<file path="config.mk">
export PLATFORM = sky130hd
export DESIGN_NAME = logic_unit_seq_flat
export DESIGN_NICKNAME = d
export VERILOG_FILES = /design/src/rtl/logic_unit_pkg.sv /design/src/rtl/logic_unit_if.sv /design/src/rtl/logic_slice.sv /design/src/rtl/logic_unit_seq.sv /design/src/flat_wrapper.sv
export SDC_FILE = /design/constraint.sdc
export NUM_CORES = 1
export LEC_CHECK = 0
export BUFFER_PORTS_ARGS = -buffer_cell sky130_fd_sc_hd__buf_2
export CAP_MARGIN = 20
export CORE_ASPECT_RATIO = 0.8
export CORE_MARGIN = 1.5
export CORE_UTILIZATION = 40
export CTS_CLUSTER_DIAMETER = 80
export CTS_CLUSTER_SIZE = 10
export DETAILED_ROUTE_END_ITERATION = 10
export GPL_TIMING_DRIVEN = 0
export HOLD_SLACK_MARGIN = 0.03
export SETUP_SLACK_MARGIN = 0.05
export SYNTH_ARGS = -nofsm -noshare
export SYNTH_HDL_FRONTEND = slang
export SYNTH_HIERARCHICAL = 1
export SYNTH_SLANG_ARGS = --single-unit
</file>
<file path="constraint.sdc">
create_clock -name clk -period 4.2 [get_ports clk]
set_clock_uncertainty 0.1 [all_clocks]
set_input_delay 0.84 -clock clk [delete_from_list [all_inputs] [get_ports clk]]
set_output_delay 0.84 -clock clk [all_outputs]
set_load 0.02 [all_outputs]
</file>
<file path="src/rtl/logic_unit_pkg.sv">
// Shared op codes, FSM states and helpers for the slice-serial logic unit.
// Optional popcount output is enabled with LOGIC_UNIT_POPCOUNT_EN.
package logic_unit_pkg;

  localparam logic [2:0] OP_AND  = 3'b000;
  localparam logic [2:0] OP_OR   = 3'b001;
  localparam logic [2:0] OP_XOR  = 3'b010;
  localparam logic [2:0] OP_XNOR = 3'b011;
  localparam logic [2:0] OP_NAND = 3'b100;
  localparam logic [2:0] OP_NOR  = 3'b101;
  localparam logic [2:0] OP_NOTA = 3'b110;
  localparam logic [2:0] OP_ANDN = 3'b111;

  typedef enum logic [1:0] {
    ST_IDLE = 2'd0,
    ST_BUSY = 2'd1,
    ST_DONE = 2'd2
  } state_t;

  function automatic int clog2(input int value);
    int result;
    result = 0;
    while ((1 << result) < value) result++;
    return result;
  endfunction

endpackage

</file>
<file path="src/rtl/logic_unit_if.sv">
// Handshake and data bus of the logic unit; popcnt exists only with LOGIC_UNIT_POPCOUNT_EN.
interface logic_unit_if #(parameter int WIDTH = 32);

  logic             in_valid;
  logic             in_ready;
  logic [WIDTH-1:0] a;
  logic [WIDTH-1:0] b;
  logic [2:0]       op;
  logic             out_valid;
  logic             out_ready;
  logic [WIDTH-1:0] y;
  logic             zero;
  logic             parity;

`ifdef LOGIC_UNIT_POPCOUNT_EN
  logic [logic_unit_pkg::clog2(WIDTH + 1)-1:0] popcnt;

  modport master (output in_valid, a, b, op, out_ready,
                  input  in_ready, out_valid, y, zero, parity, popcnt);
  modport slave  (input  in_valid, a, b, op, out_ready,
                  output in_ready, out_valid, y, zero, parity, popcnt);
`else
  modport master (output in_valid, a, b, op, out_ready,
                  input  in_ready, out_valid, y, zero, parity);
  modport slave  (input  in_valid, a, b, op, out_ready,
                  output in_ready, out_valid, y, zero, parity);
`endif

endinterface

</file>
<file path="src/rtl/logic_slice.sv">
// Combinational bitwise operation on one SLICE-bit slice of the operands.
module logic_slice
  import logic_unit_pkg::*;
#(
  parameter int SLICE = 8
) (
  input  logic [SLICE-1:0] a_s,
  input  logic [SLICE-1:0] b_s,
  input  logic [2:0]       op,
  output logic [SLICE-1:0] y_s
);

  always_comb begin
    y_s = '0;
    case (op)
      OP_AND:  y_s = a_s & b_s;
      OP_OR:   y_s = a_s | b_s;
      OP_XOR:  y_s = a_s ^ b_s;
      OP_XNOR: y_s = ~(a_s ^ b_s);
      OP_NAND: y_s = ~(a_s & b_s);
      OP_NOR:  y_s = ~(a_s | b_s);
      OP_NOTA: y_s = ~a_s;
      OP_ANDN: y_s = a_s & ~b_s;
      default: y_s = '0;
    endcase
  end

endmodule

</file>
<file path="src/rtl/logic_unit_seq.sv">
// Slice-serial bitwise logic unit: WIDTH-bit ops computed SLICE bits per clock with zero/parity flags.
// Defining LOGIC_UNIT_POPCOUNT_EN adds an accumulated popcount output.
module logic_unit_seq
  import logic_unit_pkg::*;
#(
  parameter int WIDTH = 32,
  parameter int SLICE = 8
) (
  input logic         clk,
  input logic         rst,
  logic_unit_if.slave bus
);

  localparam int NSLICE = WIDTH / SLICE;
  localparam int CW     = (clog2(NSLICE) < 1) ? 1 : clog2(NSLICE);
  localparam logic [CW-1:0] LAST = CW'(NSLICE - 1);

  state_t           state;
  logic [WIDTH-1:0] a_r;
  logic [WIDTH-1:0] b_r;
  logic [WIDTH-1:0] y_r;
  logic [2:0]       op_r;
  logic [CW-1:0]    cnt;
  logic             nz_acc;
  logic             par_acc;
  logic             zero_r;
  logic             parity_r;
  logic             in_ready_r;
  logic             out_valid_r;
  logic [SLICE-1:0] a_s;
  logic [SLICE-1:0] b_s;
  logic [SLICE-1:0] y_s;

  // The counter selects which slice of the captured operands feeds the single slice unit.
  always_comb begin
    a_s = '0;
    b_s = '0;
    for (int k = 0; k < NSLICE; k++) begin
      if (cnt == CW'(k)) begin
        a_s = a_r[k*SLICE +: SLICE];
        b_s = b_r[k*SLICE +: SLICE];
      end
    end
  end

  logic_slice #(.SLICE(SLICE)) u_slice (
    .a_s (a_s),
    .b_s (b_s),
    .op  (op_r),
    .y_s (y_s)
  );

  always_ff @(posedge clk or posedge rst) begin
    if (rst) begin
      state       <= ST_IDLE;
      a_r         <= '0;
      b_r         <= '0;
      op_r        <= OP_AND;
      y_r         <= '0;
      cnt         <= '0;
      nz_acc      <= 1'b0;
      par_acc     <= 1'b0;
      zero_r      <= 1'b0;
      parity_r    <= 1'b0;
      in_ready_r  <= 1'b1;
      out_valid_r <= 1'b0;
    end else begin
      case (state)
        ST_IDLE: begin
          if (bus.in_valid) begin
            a_r        <= bus.a;
            b_r        <= bus.b;
            op_r       <= bus.op;
            y_r        <= '0;
            cnt        <= '0;
            nz_acc     <= 1'b0;
            par_acc    <= 1'b0;
            zero_r     <= 1'b0;
            parity_r   <= 1'b0;
            in_ready_r <= 1'b0;
            state      <= ST_BUSY;
          end
        end
        ST_BUSY: begin
          for (int k = 0; k < NSLICE; k++) begin
            if (cnt == CW'(k)) y_r[k*SLICE +: SLICE] <= y_s;
          end
          nz_acc  <= nz_acc | (|y_s);
          par_acc <= par_acc ^ (^y_s);
          // Flags are finalised from the accumulators plus the last slice on the same edge.
          if (cnt == LAST) begin
            zero_r      <= ~(nz_acc | (|y_s));
            parity_r    <= par_acc ^ (^y_s);
            out_valid_r <= 1'b1;
            state       <= ST_DONE;
          end else begin
            cnt <= cnt + 1'b1;
          end
        end
        ST_DONE: begin
          if (bus.out_ready) begin
            out_valid_r <= 1'b0;
            in_ready_r  <= 1'b1;
            state       <= ST_IDLE;
          end
        end
        default: state <= ST_IDLE;
      endcase
    end
  end

`ifdef LOGIC_UNIT_POPCOUNT_EN
  localparam int PW = clog2(WIDTH + 1);
  logic [PW-1:0] pop_acc;
  logic [PW-1:0] pop_s;

  always_comb begin
    pop_s = '0;
    for (int i = 0; i < SLICE; i++) pop_s = pop_s + PW'(y_s[i]);
  end

  always_ff @(posedge clk or posedge rst) begin
    if (rst)                                 pop_acc <= '0;
    else if (state == ST_IDLE && bus.in_valid) pop_acc <= '0;
    else if (state == ST_BUSY)               pop_acc <= pop_acc + pop_s;
  end

  assign bus.popcnt = pop_acc;
`endif

  assign bus.in_ready  = in_ready_r;
  assign bus.out_valid = out_valid_r;
  assign bus.y         = y_r;
  assign bus.zero      = zero_r;
  assign bus.parity    = parity_r;

endmodule

</file>
<file path="src/flat_wrapper.sv">
// flat-port wrapper written by rule: the top's interface ports become plain ports
module logic_unit_seq_flat import logic_unit_pkg::*;
#(
  parameter int WIDTH = 32,
  parameter int SLICE = 8
)
  (clk, rst, bus_in_valid, bus_a, bus_b, bus_op, bus_out_ready, bus_in_ready, bus_out_valid, bus_y, bus_zero, bus_parity);
  logic_unit_if #(.WIDTH(WIDTH)) bus_i ();
  input logic clk;
  input logic rst;
  input wire logic [$bits(bus_i.in_valid)-1:0] bus_in_valid;
  input wire logic [$bits(bus_i.a)-1:0] bus_a;
  input wire logic [$bits(bus_i.b)-1:0] bus_b;
  input wire logic [$bits(bus_i.op)-1:0] bus_op;
  input wire logic [$bits(bus_i.out_ready)-1:0] bus_out_ready;
  output wire logic [$bits(bus_i.in_ready)-1:0] bus_in_ready;
  output wire logic [$bits(bus_i.out_valid)-1:0] bus_out_valid;
  output wire logic [$bits(bus_i.y)-1:0] bus_y;
  output wire logic [$bits(bus_i.zero)-1:0] bus_zero;
  output wire logic [$bits(bus_i.parity)-1:0] bus_parity;
  assign bus_i.in_valid = bus_in_valid;
  assign bus_i.a = bus_a;
  assign bus_i.b = bus_b;
  assign bus_i.op = bus_op;
  assign bus_i.out_ready = bus_out_ready;
  assign bus_in_ready = bus_i.in_ready;
  assign bus_out_valid = bus_i.out_valid;
  assign bus_y = bus_i.y;
  assign bus_zero = bus_i.zero;
  assign bus_parity = bus_i.parity;
  logic_unit_seq #(.WIDTH(WIDTH), .SLICE(SLICE)) u_core (.clk(clk), .rst(rst), .bus(bus_i));
endmodule
</file>
==> flow_metrics.env, run 1 <==
export IMPL_drive_gt1_share_pct=23.2
export IMPL_io_buffers=106
export IMPL_cp_depth=16
export IMPL_ys_ff_latch=109
export IMPL_cp_slowest_cell="mux4_2"
export IMPL_syn_to_final_growth_pct=20.0
export IMPL_tightest_slew_ns=0.588
export IMPL_start_util_pct=40.8
export IMPL_synth_cell_type_count=47
export IMPL_critPathMaxFanout=10
export IMPL_startpoint_type="flop"
export IMPL_holdCritPathClass="reg2reg"
export IMPL_clk_pin_slew_worst_paths_ns=0.07
export IMPL_drt_total_wl_um=15500
export IMPL_p_leak_uw=0.00363
export IMPL_overflow=0
export IMPL_cts_hold_fix_buffers=0
export IMPL_cts_made_buffers=9
export IMPL_htreeDepth=3
export IMPL_ant_nets=0
export IMPL_critical_path_arrival_ns=4.06
export IMPL_stdcell_count=948
export IMPL_n_antenna_cell=0
export IMPL_hold_path_depth=2
export IMPL_gp_congestion=0.800
export IMPL_grt_pass1_vias=4896
export IMPL_ys_warnings_count=6
export IMPL_drv_slew=0
export IMPL_drc=0
export IMPL_core_mm2=0.0142
export IMPL_path_buf_inv=4
export IMPL_mostFrequentLayoutCell="nand2_1"
export IMPL_grt_max_degree=66
export IMPL_cts_path_max_buffers=2
export IMPL_dp_cells=931
export IMPL_cts_tree="done"
export IMPL_rr_worst_depth=16
export IMPL_fin_nets=862
export IMPL_first_pass_iters=5
export IMPL_vias_per_cell=5.14
export IMPL_cts_sinks=109
export IMPL_fp_dieArea_mm2=0.0153
export IMPL_antenna_found_initial=0
export IMPL_grt_pass1_wl_um=25000
export IMPL_syn_nets=743
export IMPL_rsz0062_at_grt="no"
export IMPL_synth_async_reset_ratio_pct=100
export IMPL_fin_crit_ns=3.93
export IMPL_synthFlopType="dfrtp_1"
export IMPL_max_slew_margin_rel_pct=60.8
export IMPL_path_class="reg2reg"
export IMPL_clk_latency_ns=0.36
export IMPL_cts_root_buf="clkbuf_16"
export IMPL_synth_area_mm2=0.00581
export IMPL_crit_chain="inv_1 > ha_1 > clkbuf_2 > a21oi_1 > o21ai_0 > a22o_1 > inv_1 > ha_1 > mux2_4 > mux4_2 > o21a_1 > inv_1 > ha_1 > xnor3_1 > xnor2_1 > o21ai_0"
export IMPL_vias=4877
export IMPL_crit_path_end_kind="flop"
export IMPL_timing_fmax_mhz=255
export IMPL_die_y_um=111
export IMPL_synth_edf_count=0
export IMPL_setup_violations_final=0
export IMPL_final_cell_mix="nand2_1, buf_2, dfrtp_1"
export IMPL_rows=39
export IMPL_wire_per_inst_um=16.4
export IMPL_fin_crit_sh_pct=93.5
export IMPL_dp_slack_ns=-0.350
export IMPL_fp_dieW_um=138
export IMPL_required_ns=4.33
export IMPL_fin_util_pct=48.9
export IMPL_p_per_area_mw_per_mm2=962
export IMPL_cpLargestDelayFamily="adder cells"
export IMPL_track_usage_pct=21.3
export IMPL_io_pins=107
export IMPL_status="finished clean"
export IMPL_hpwlAfterDp_um=11400
export IMPL_drt_iter0_markers=380
export IMPL_fin_ws_ns=0.273
export IMPL_hold_violations=0
export IMPL_ir_drop_mv=0.538
export IMPL_drv_cap=0
export IMPL_synth_area_per_cell_um2=9.07
export IMPL_synth_seq_area_share_pct=47.0
export IMPL_critPathMaxStageDelay_ns=0.47
export IMPL_synthCells=640
[through the flow]
step | total power (µW) | hold slack (ns) | setup TNS, ns | cell area, µm²
3_3_place_gp | 5540 | 0.359 | -95.41 | 6570
2_1_floorplan | 4630 | 0.340 | 0 | 5810
4_1_cts | 6610 | 0.381 | 0 | 6910
6_report | 6700 | 0.379 | 0 | 6970
3_5_place_dp | 5690 | 0.358 | -0.675 | 6600
5_1_grt | 7240 | 0.402 | 0 | 6970
[final timing paths]
kind	start	to	slack, ns
worst min-delay path	u_core/b_r[0]	u_core/b_r[0]	0.38
worst min register to register	u_core/b_r[0]	u_core/b_r[0]	0.38
min in group asynchronous	rst	u_core/a_r[21]	0.45
max in group asynchronous	rst	u_core/bus.in_ready	2.78
worst max-delay path	u_core/cnt[0]	u_core/par_acc	0.27
worst max register to register	u_core/cnt[0]	u_core/par_acc	0.27
[tightest hold or removal path, cell delays in order (launching register included)]
cell and delay (ns):
dfrtp_1 0.35, nand2_1 0.05, nand2_1 0.05
[registers in the layout (all words and copies together), names as in the netlist]
signal and cells:
u_core/par_acc 1, u_core/bus.out_valid 1, u_core/state 2, u_core/op_r 3, u_core/b_r 32, u_core/a_r 32
u_core/bus.in_ready 1, u_core/bus.parity 1, u_core/nz_acc 1, u_core/bus.zero 1, u_core/cnt 2, u_core/bus.y 32
[per-layer routing]
metal | vias to the layer above | track usage, % | part of all wire (%)
met5 | - | 0 | 0
met4 | 0 | 5.00 | 1.4
met3 | 15 | 4.89 | 5.2
met2 | 121 | 32.5 | 46
met1 | 2365 | 30.7 | 48
li1 | 2376 | - | -
[kinds of logic after synthesis]
logic type	Yosys count	share of synthesized area, %
and+or+nand+nor	259	18.9
AOI/OAI and AO/OA	135	15.8
DFF	109	47.0
buffers and inverters	85	7.02
adders and majority gates	32	6.89
muxes	14	3.32
xor gates and xnor gates	6	1.14
[synthesized netlist by cell type (2+ instances only)]
| library cell | instances | area share, % |
|---|---|---|
| buf_6 | 9 | 1.7 |
| buf_2 | 14 | 1.2 |
| nor2_1 | 11 | 0.71 |
| dfrtp_1 | 108 | 47 |
| o211ai_1 | 4 | 0.52 |
| inv_1 | 42 | 2.7 |
| nand2b_1 | 2 | 0.22 |
| a22o_1 | 34 | 5.1 |
| nand3_1 | 10 | 0.86 |
| o31ai_1 | 15 | 1.9 |
| a221oi_1 | 10 | 1.5 |
| nor2b_1 | 12 | 1.3 |
| clkbuf_1 | 18 | 1.2 |
| o21ai_0 | 31 | 2.7 |
| and3b_1 | 3 | 0.45 |
| mux4_1 | 2 | 0.90 |
| a21oi_1 | 35 | 3.0 |
| nand2_1 | 208 | 13 |
| nor2_4 | 2 | 0.39 |
| mux2_2 | 2 | 0.39 |
| xnor2_1 | 4 | 0.60 |
| mux2i_1 | 8 | 1.4 |
| ha_1 | 32 | 6.9 |
[power breakdown]
group	internal, µW	switching [µW]
Combinational	1650	2430
Sequential	1520	245
Clock	465	391
Total	3630	3070
[area by class of cell]
cell class | count | area, µm²
plain buffers | 43 | 270
clock buffers | 11 | 233
clock inverters | 5 | 60.1
fillers | 1402 | 7280
inverters | 42 | 160
multi-input cells | 446 | 2720
flip-flops and latches | 109 | 2730
well taps | 184 | 230
repair buffers | 108 | 566
[what timing repair did]
action | in CTS | in global routing
buffers inserted | 0 | 1
endpoints found under the setup margin | 3 | 3
gates cloned | 0 | 0
resized for setup | 7 | 29
pin swaps | 0 | 1
Note: power is estimated with default switching activity, not from simulation.
==> inputs of run 2 (changes only) <==
==> constraint.sdc (replaced) <==
create_clock -name clk -period 4.9 [get_ports clk]
set_clock_uncertainty 0.1 [all_clocks]
set_input_delay 0.98 -clock clk [delete_from_list [all_inputs] [get_ports clk]]
set_output_delay 0.98 -clock clk [all_outputs]
set_load 0.02 [all_outputs]
==> run 2 against run 1 <==
Effect of this change:
- sequential power down 14%
- largest cell class unchanged
- sequential share of layout area is 0.43 points higher
- first-iteration DRC count is 5.0% lower
==> flow_metrics.env, run 2 (synthesis gave the netlist of run 1 again) <==
export IMPL_status="finished clean"
export IMPL_ir_drop_mv=0.461
export IMPL_comb_power_share_pct=60.0
export IMPL_fin_crit_ns=4.38
export IMPL_cts_path_max_buffers=2
export IMPL_overflow=0
export IMPL_clock_power_share_pct=13.0
export IMPL_drc=0
export IMPL_syn_to_final_growth_pct=18.7
export IMPL_crit_path_end_kind="flop"
export IMPL_drive_gt1_share_pct=20.6
export IMPL_gp_congestion=0.800
export IMPL_hpwlAfterDp_um=11400
export IMPL_holdCritPathClass="reg2reg"
export IMPL_cts_sinks=109
export IMPL_vias=4910
export IMPL_cpLargestDelayFamily="compound AO/OA/AOI/OAI gates"
export IMPL_drv_slew=0
export IMPL_fill_cells=1402
export IMPL_n_antenna_cell=0
export IMPL_fin_crit_sh_pct=89.5
export IMPL_rsz0062_at_grt="no"
export IMPL_rows=39
export IMPL_cp_slowest_cell="o31ai_1"
export IMPL_path_class="reg2reg"
export IMPL_holdWs_ns=0.380
export IMPL_dp_slack_ns=0.350
export IMPL_fp_dieW_um=138
export IMPL_swShare_pct=45.8
export IMPL_critPathMaxStageDelay_ns=0.48
export IMPL_p_leak_uw=0.00358
export IMPL_p_per_area_mw_per_mm2=817
export IMPL_setup_violations_final=0
export IMPL_regArea_mm2=0.00273
export IMPL_vias_per_cell=5.18
export IMPL_antenna_found_initial=0
export IMPL_die_y_um=111
export IMPL_p_switching_uw=2580
export IMPL_fin_ws_ns=0.515
export IMPL_fp_dieArea_mm2=0.0153
export IMPL_wire_per_inst_um=16.2
export IMPL_start_util_pct=40.8
export IMPL_core_mm2=0.0142
export IMPL_cts_tree="done"
export IMPL_fin_nets=861
export IMPL_cts_root_buf="clkbuf_16"
export IMPL_internal_power_uw=3050
export IMPL_critical_path_arrival_ns=4.51
export IMPL_grt_pass1_vias=4878
export IMPL_ant_nets=0
export IMPL_critPathMaxFanout=10
export IMPL_timing_fmax_mhz=228
export IMPL_required_ns=5.03
export IMPL_grt_max_degree=66
export IMPL_clk_pin_slew_worst_paths_ns=0.07
export IMPL_mostFrequentLayoutCell="nand2_1"
export IMPL_dp_cells=931
export IMPL_cts_made_buffers=9
export IMPL_fin_util_pct=48.4
export IMPL_stdcell_count=947
export IMPL_htreeDepth=3
export IMPL_max_slew_margin_rel_pct=49.3
export IMPL_grt_pass1_wl_um=24900
export IMPL_first_pass_iters=4
export IMPL_crit_chain="inv_1 > ha_1 > buf_2 > nor2b_1 > a221oi_1 > o31ai_1 > inv_1 > ha_1 > xnor2_1 > nand2_1 > o21ai_0 > o21ai_1 > inv_1 > ha_1 > xnor3_1 > xnor2_1 > o21ai_0"
export IMPL_final_cell_mix="nand2_1, buf_2, dfrtp_1"
export IMPL_clk_latency_ns=0.36
export IMPL_io_pins=107
export IMPL_setup_tns_ns=0
export IMPL_drt_total_wl_um=15300
export IMPL_tightest_slew_ns=0.753
export IMPL_path_buf_inv=4
export IMPL_drv_cap=0
export IMPL_track_usage_pct=21.2
export IMPL_drt_iter0_markers=361
export IMPL_postCtsSetupBuffers=0
export IMPL_io_buffers=106
export IMPL_multi_input_area_mm2=0.00267
export IMPL_power_share_sequential_pct=27.0
export IMPL_hold_violations=0
export IMPL_startpoint_type="flop"
==> run 2: worst min-delay path, cell delays in order, from the launching register on <==
cell and delay (ns):
dfrtp_1 0.35, nand2_1 0.05, nand2_1 0.05
==> run 2: metal layers <==
metal / up-vias / track usage (%) / share of wire [%]
met5: - / 0 / 0
met4: 0 / 5.00 / 1.5
met3: 17 / 4.89 / 5.9
met2: 145 / 32.4 / 45
met1: 2374 / 30.5 / 48
li1: 2374 / - / -
==> run 2: path summary, 6_finish.rpt <==
path	cells past startpoint	slack, ns	endpoint	startpoint
min in group asynchronous	2	0.59	u_core/a_r[21]	rst
hold reg to reg	2	0.38	u_core/b_r[23]	u_core/b_r[23]
hold / removal	2	0.38	u_core/b_r[23]	u_core/b_r[23]
setup / recovery	17	0.52	u_core/par_acc	u_core/cnt[1]
max in group asynchronous	3	3.35	u_core/bus.in_ready	rst
setup reg to reg	17	0.52	u_core/par_acc	u_core/cnt[1]
==> run 2: power groups by stage <==
| stage | Clock (µW) | Combinational, µW | Sequential [µW] |
|---|---|---|---|
| 3_5_place_dp | 0 | 3350 | 1530 |
| 5_1_grt | 786 | 3750 | 1560 |
| 4_1_cts | 753 | 3360 | 1520 |
| 3_3_place_gp | 0 | 3220 | 1520 |
| 6_report | 732 | 3380 | 1520 |
| 2_1_floorplan | 0 | 2360 | 1600 |
==> run 2: final cells by class <==
type	count	area share, %
Sequential cell	109	39.6
Multi-Input combinational cell	446	38.8
Timing Repair Buffer	107	8.10
Buffer	43	3.63
Clock buffer	11	3.38
Tap cell	184	3.34
Inverter	42	2.32
Clock inverter	5	0.872
==> run 2: metrics by stage <==
stage          total power, µW  instance area (µm²)
2_1_floorplan             3970                 5810
4_1_cts                   5630                 6890
3_5_place_dp              4880                 6600
3_3_place_gp              4750                 6570
6_report                  5630                 6890
5_1_grt                   6090                 6890
==> run 2: timing repair <==
item                                    4_1_cts  5_1_grt
hold endpoints to repair                      0        0
resized for setup                             0        1
endpoints found under the setup margin        0        2
hold buffers                                  0        0
==> inputs of run 3 (changes only) <==
--- a/config.mk
+++ b/config.mk
@@ -10,6 +10,7 @@
 export CORE_ASPECT_RATIO = 0.8
 export CORE_MARGIN = 1.5
 export CORE_UTILIZATION = 40
+export CTS_BUF_LIST = sky130_fd_sc_hd__clkbuf_8
 export CTS_CLUSTER_DIAMETER = 80
 export CTS_CLUSTER_SIZE = 10
 export DETAILED_ROUTE_END_ITERATION = 10
@@ -18,5 +19,4 @@
 export SETUP_SLACK_MARGIN = 0.05
 export SYNTH_ARGS = -nofsm -noshare
 export SYNTH_HDL_FRONTEND = slang
-export SYNTH_HIERARCHICAL = 1
 export SYNTH_SLANG_ARGS = --single-unit
==> run 3 against run 2 <==
Effect of this change:
- the flow now finishes with violations (DRC)
- core utilization about the same
- die area increased by 3.1%
- worst hold slack improved by 0.0078 ns
- routed wire length increased by 6.3%
- non-clock buffer count decreased by 7
- worst setup slack got worse by 0.030 ns
- register-to-register slack got worse by 0.03 ns
- sequential share of layout area decreased by 0.52 points
- maximum frequency decreased by 0.67%
- flip-flop and latch count unchanged
- combinational power increased by 13%
- critical path type unchanged
- largest power group unchanged
==> flow_metrics.env, run 3 <==
export IMPL_synthTopCellsByCount="dfrtp_1, nand2_1, mux2_2"
export IMPL_timing_rr_start="u_core.cnt[1]"
export IMPL_io_pins=107
export IMPL_wire_per_inst_um=18.9
export IMPL_yosysTopAreaCell="dfrtp_1"
export IMPL_synth_top_cell_area_share_pct=45.1
export IMPL_hpwlAfterDp_um=12300
export IMPL_htreeDepth=3
export IMPL_grt_pass1_wl_um=25700
export IMPL_hold_violations=0
export IMPL_drt_iter0_markers=307
export IMPL_fin_util_pct=48.3
export IMPL_cts_root_buf="clkbuf_8"
export IMPL_synth_area_leaders="dfrtp_1, mux2_2, nand2_1, ha_1, a221oi_2"
export IMPL_cts_hold_fix_buffers=0
export IMPL_synth_seq_area_share_pct=45.6
export IMPL_ys_ff_latch=109
export IMPL_hold_start="u_core.bus.parity"
export IMPL_fill_cells=1350
export IMPL_die_y_um=112
export IMPL_first_pass_iters=8
export IMPL_drive_gt1_share_pct=35.5
export IMPL_post_cts_resized=0
export IMPL_synthCells=553
export IMPL_path_class="reg2reg"
export IMPL_grt_max_degree=61
export IMPL_ir_drop_mv=0.342
export IMPL_cts_made_buffers=9
export IMPL_vias=4775
export IMPL_violations="DRC"
export IMPL_critPathMaxFanout=10
export IMPL_critPathLaunch="u_core.cnt[1]"
export IMPL_critical_path_arrival_ns=4.62
export IMPL_mostFrequentLayoutCell="buf_2"
export IMPL_antenna_found_initial=0
export IMPL_cts_tree="done"
export IMPL_place_area_mm2=0.00678
export IMPL_setup_violations_final=0
export IMPL_clk_pin_slew_worst_paths_ns=0.11
export IMPL_start_util_pct=41.5
export IMPL_synthFlopType="dfrtp_1"
export IMPL_gp_congestion=0.879
export IMPL_syn_nets=641
export IMPL_p_leak_uw=0.00306
export IMPL_core_mm2=0.0144
export IMPL_p_per_area_mw_per_mm2=858
export IMPL_synth_cell_type_count=62
export IMPL_synth_area_mm2=0.00599
export IMPL_fin_crit_sh_pct=90.1
export IMPL_cts_sinks=109
export IMPL_vias_per_cell=5.55
export IMPL_ys_warnings_count=0
export IMPL_tightest_slew_ns=0.823
export IMPL_io_buffers=106
export IMPL_fp_dieArea_mm2=0.0157
export IMPL_n_antenna_cell=0
export IMPL_max_slew_margin_rel_pct=44.9
export IMPL_drc=5
export IMPL_required_ns=5.10
export IMPL_timing_fmax_mhz=227
export IMPL_crit_path_end_kind="flop"
export IMPL_rsz0062_at_grt="no"
export IMPL_final_cell_mix="buf_2, dfrtp_1, nand2_1"
export IMPL_drt_total_wl_um=16300
export IMPL_synth_edf_count=0
export IMPL_synth_area_per_cell_um2=10.8
export IMPL_drv_slew=0
export IMPL_fin_nets=759
export IMPL_cts_path_max_buffers=2
export IMPL_holdWs_ns=0.387
export IMPL_synth_async_reset_ratio_pct=100
export IMPL_startpoint_type="flop"
export IMPL_holdCritPathClass="reg2reg"
export IMPL_multi_input_area_mm2=0.00305
export IMPL_finalInstanceArea_mm2=0.00698
export IMPL_regArea_mm2=0.00273
export IMPL_fp_dieW_um=140
export IMPL_ant_nets=0
export IMPL_postCtsSetupBuffers=0
export IMPL_status="complete, but fails checks"
export IMPL_drv_cap=0
export IMPL_rows=39
export IMPL_syn_to_final_growth_pct=16.5
export IMPL_fin_crit_ns=4.41
export IMPL_overflow=0
export IMPL_synth_most_common_cell="dfrtp_1"
export IMPL_clk_latency_ns=0.39
export IMPL_track_usage_pct=21.2
export IMPL_grt_pass1_vias=4683
[run 3: cell types whose count changed after synthesis, moves of 15 or more]
cell and change:
inv_1 -34, a22o_1 -33, o21ai_0 -16, mux2_2 +64, o21ai_1 +20, ha_1 -15
nand2_1 -139
[run 3: logic make-up (layout without fill, tap and decap cells)]
kind of cell | after synthesis | in the layout | synth area share (%)
xor gates and xnor gates | 9 | 9 | 1.32
adders and majority gates | 17 | 17 | 3.55
buffers and inverters | 45 | 168 | 3.51
AOI/OAI and AO/OA | 160 | 160 | 20.9
muxes | 67 | 67 | 12.6
DFF | 109 | 109 | 45.6
and+or+nand+nor | 146 | 146 | 12.6
[run 3: area by class of cell]
cell class | count | share of cell area (%)
clock buffers | 10 | 1.97
inverters | 9 | 0.520
repair buffers | 107 | 7.99
flip-flops and latches | 109 | 39.1
well taps | 184 | 3.30
clock inverters | 6 | 0.896
plain buffers | 36 | 2.53
multi-input cells | 399 | 43.7
[run 3: stage by stage]
stage	setup TNS, ns	total power (µW)	cells	worst slack, ns
finish	0	5990	860	0.486
global route	0	6440	860	0.134
CTS	0	5990	860	0.524
detailed placement	0	5420	844	0.577
global placement	-29.21	5280	843	-0.278
floorplan	0	4410	553	0.948
[run 3: metal layers]
metal  GRT usage (%)  share of wire (%)  up-vias  routed length [µm]
li1                -                  -     2273                   -
met1            30.4                 47     2325                7680
met2            32.7                 45      163                7330
met3            4.74                6.5       14                1060
met4            5.33                1.1        0                 184
met5               0                  0        -                   0
[run 3: worst paths after layout]
check / to / slack (ns) / depth (start not counted)
max in group asynchronous: u_core.bus.in_ready / 3.30 / 3
setup reg to reg: u_core.bus.parity / 0.49 / 19
min in group asynchronous: u_core.b_r[3] / 0.63 / 2
hold reg to reg: u_core.bus.parity / 0.39 / 2
hold / removal: u_core.bus.parity / 0.39 / 2
setup / recovery: u_core.bus.parity / 0.49 / 19
[run 3: critical path, cell delays in order, from the launching register on]
cell and delay, ns:
dfrtp_1 0.39, inv_1 0.09, ha_1 0.19, buf_4 0.17, buf_8 0.15, buf_2 0.20
o211ai_1 0.62, and2_1 0.22, ha_1 0.21, a21oi_1 0.08, a21oi_1 0.13, o22ai_1 0.11
a211oi_2 0.40, o2bb2ai_1 0.20, ha_1 0.27, xnor2_1 0.17, xnor2_1 0.16, xnor2_1 0.16
nand2_1 0.11, o21ai_0 0.18
[run 3: report_power, final]
group	total [µW]	leakage, µW	internal, µW	switching (µW)
sequential	1600	0.00134	1330	265
clock	570	0.000106	251	319
combinational	3820	0.00162	1610	2210
total	5990	0.00306	3190	2800
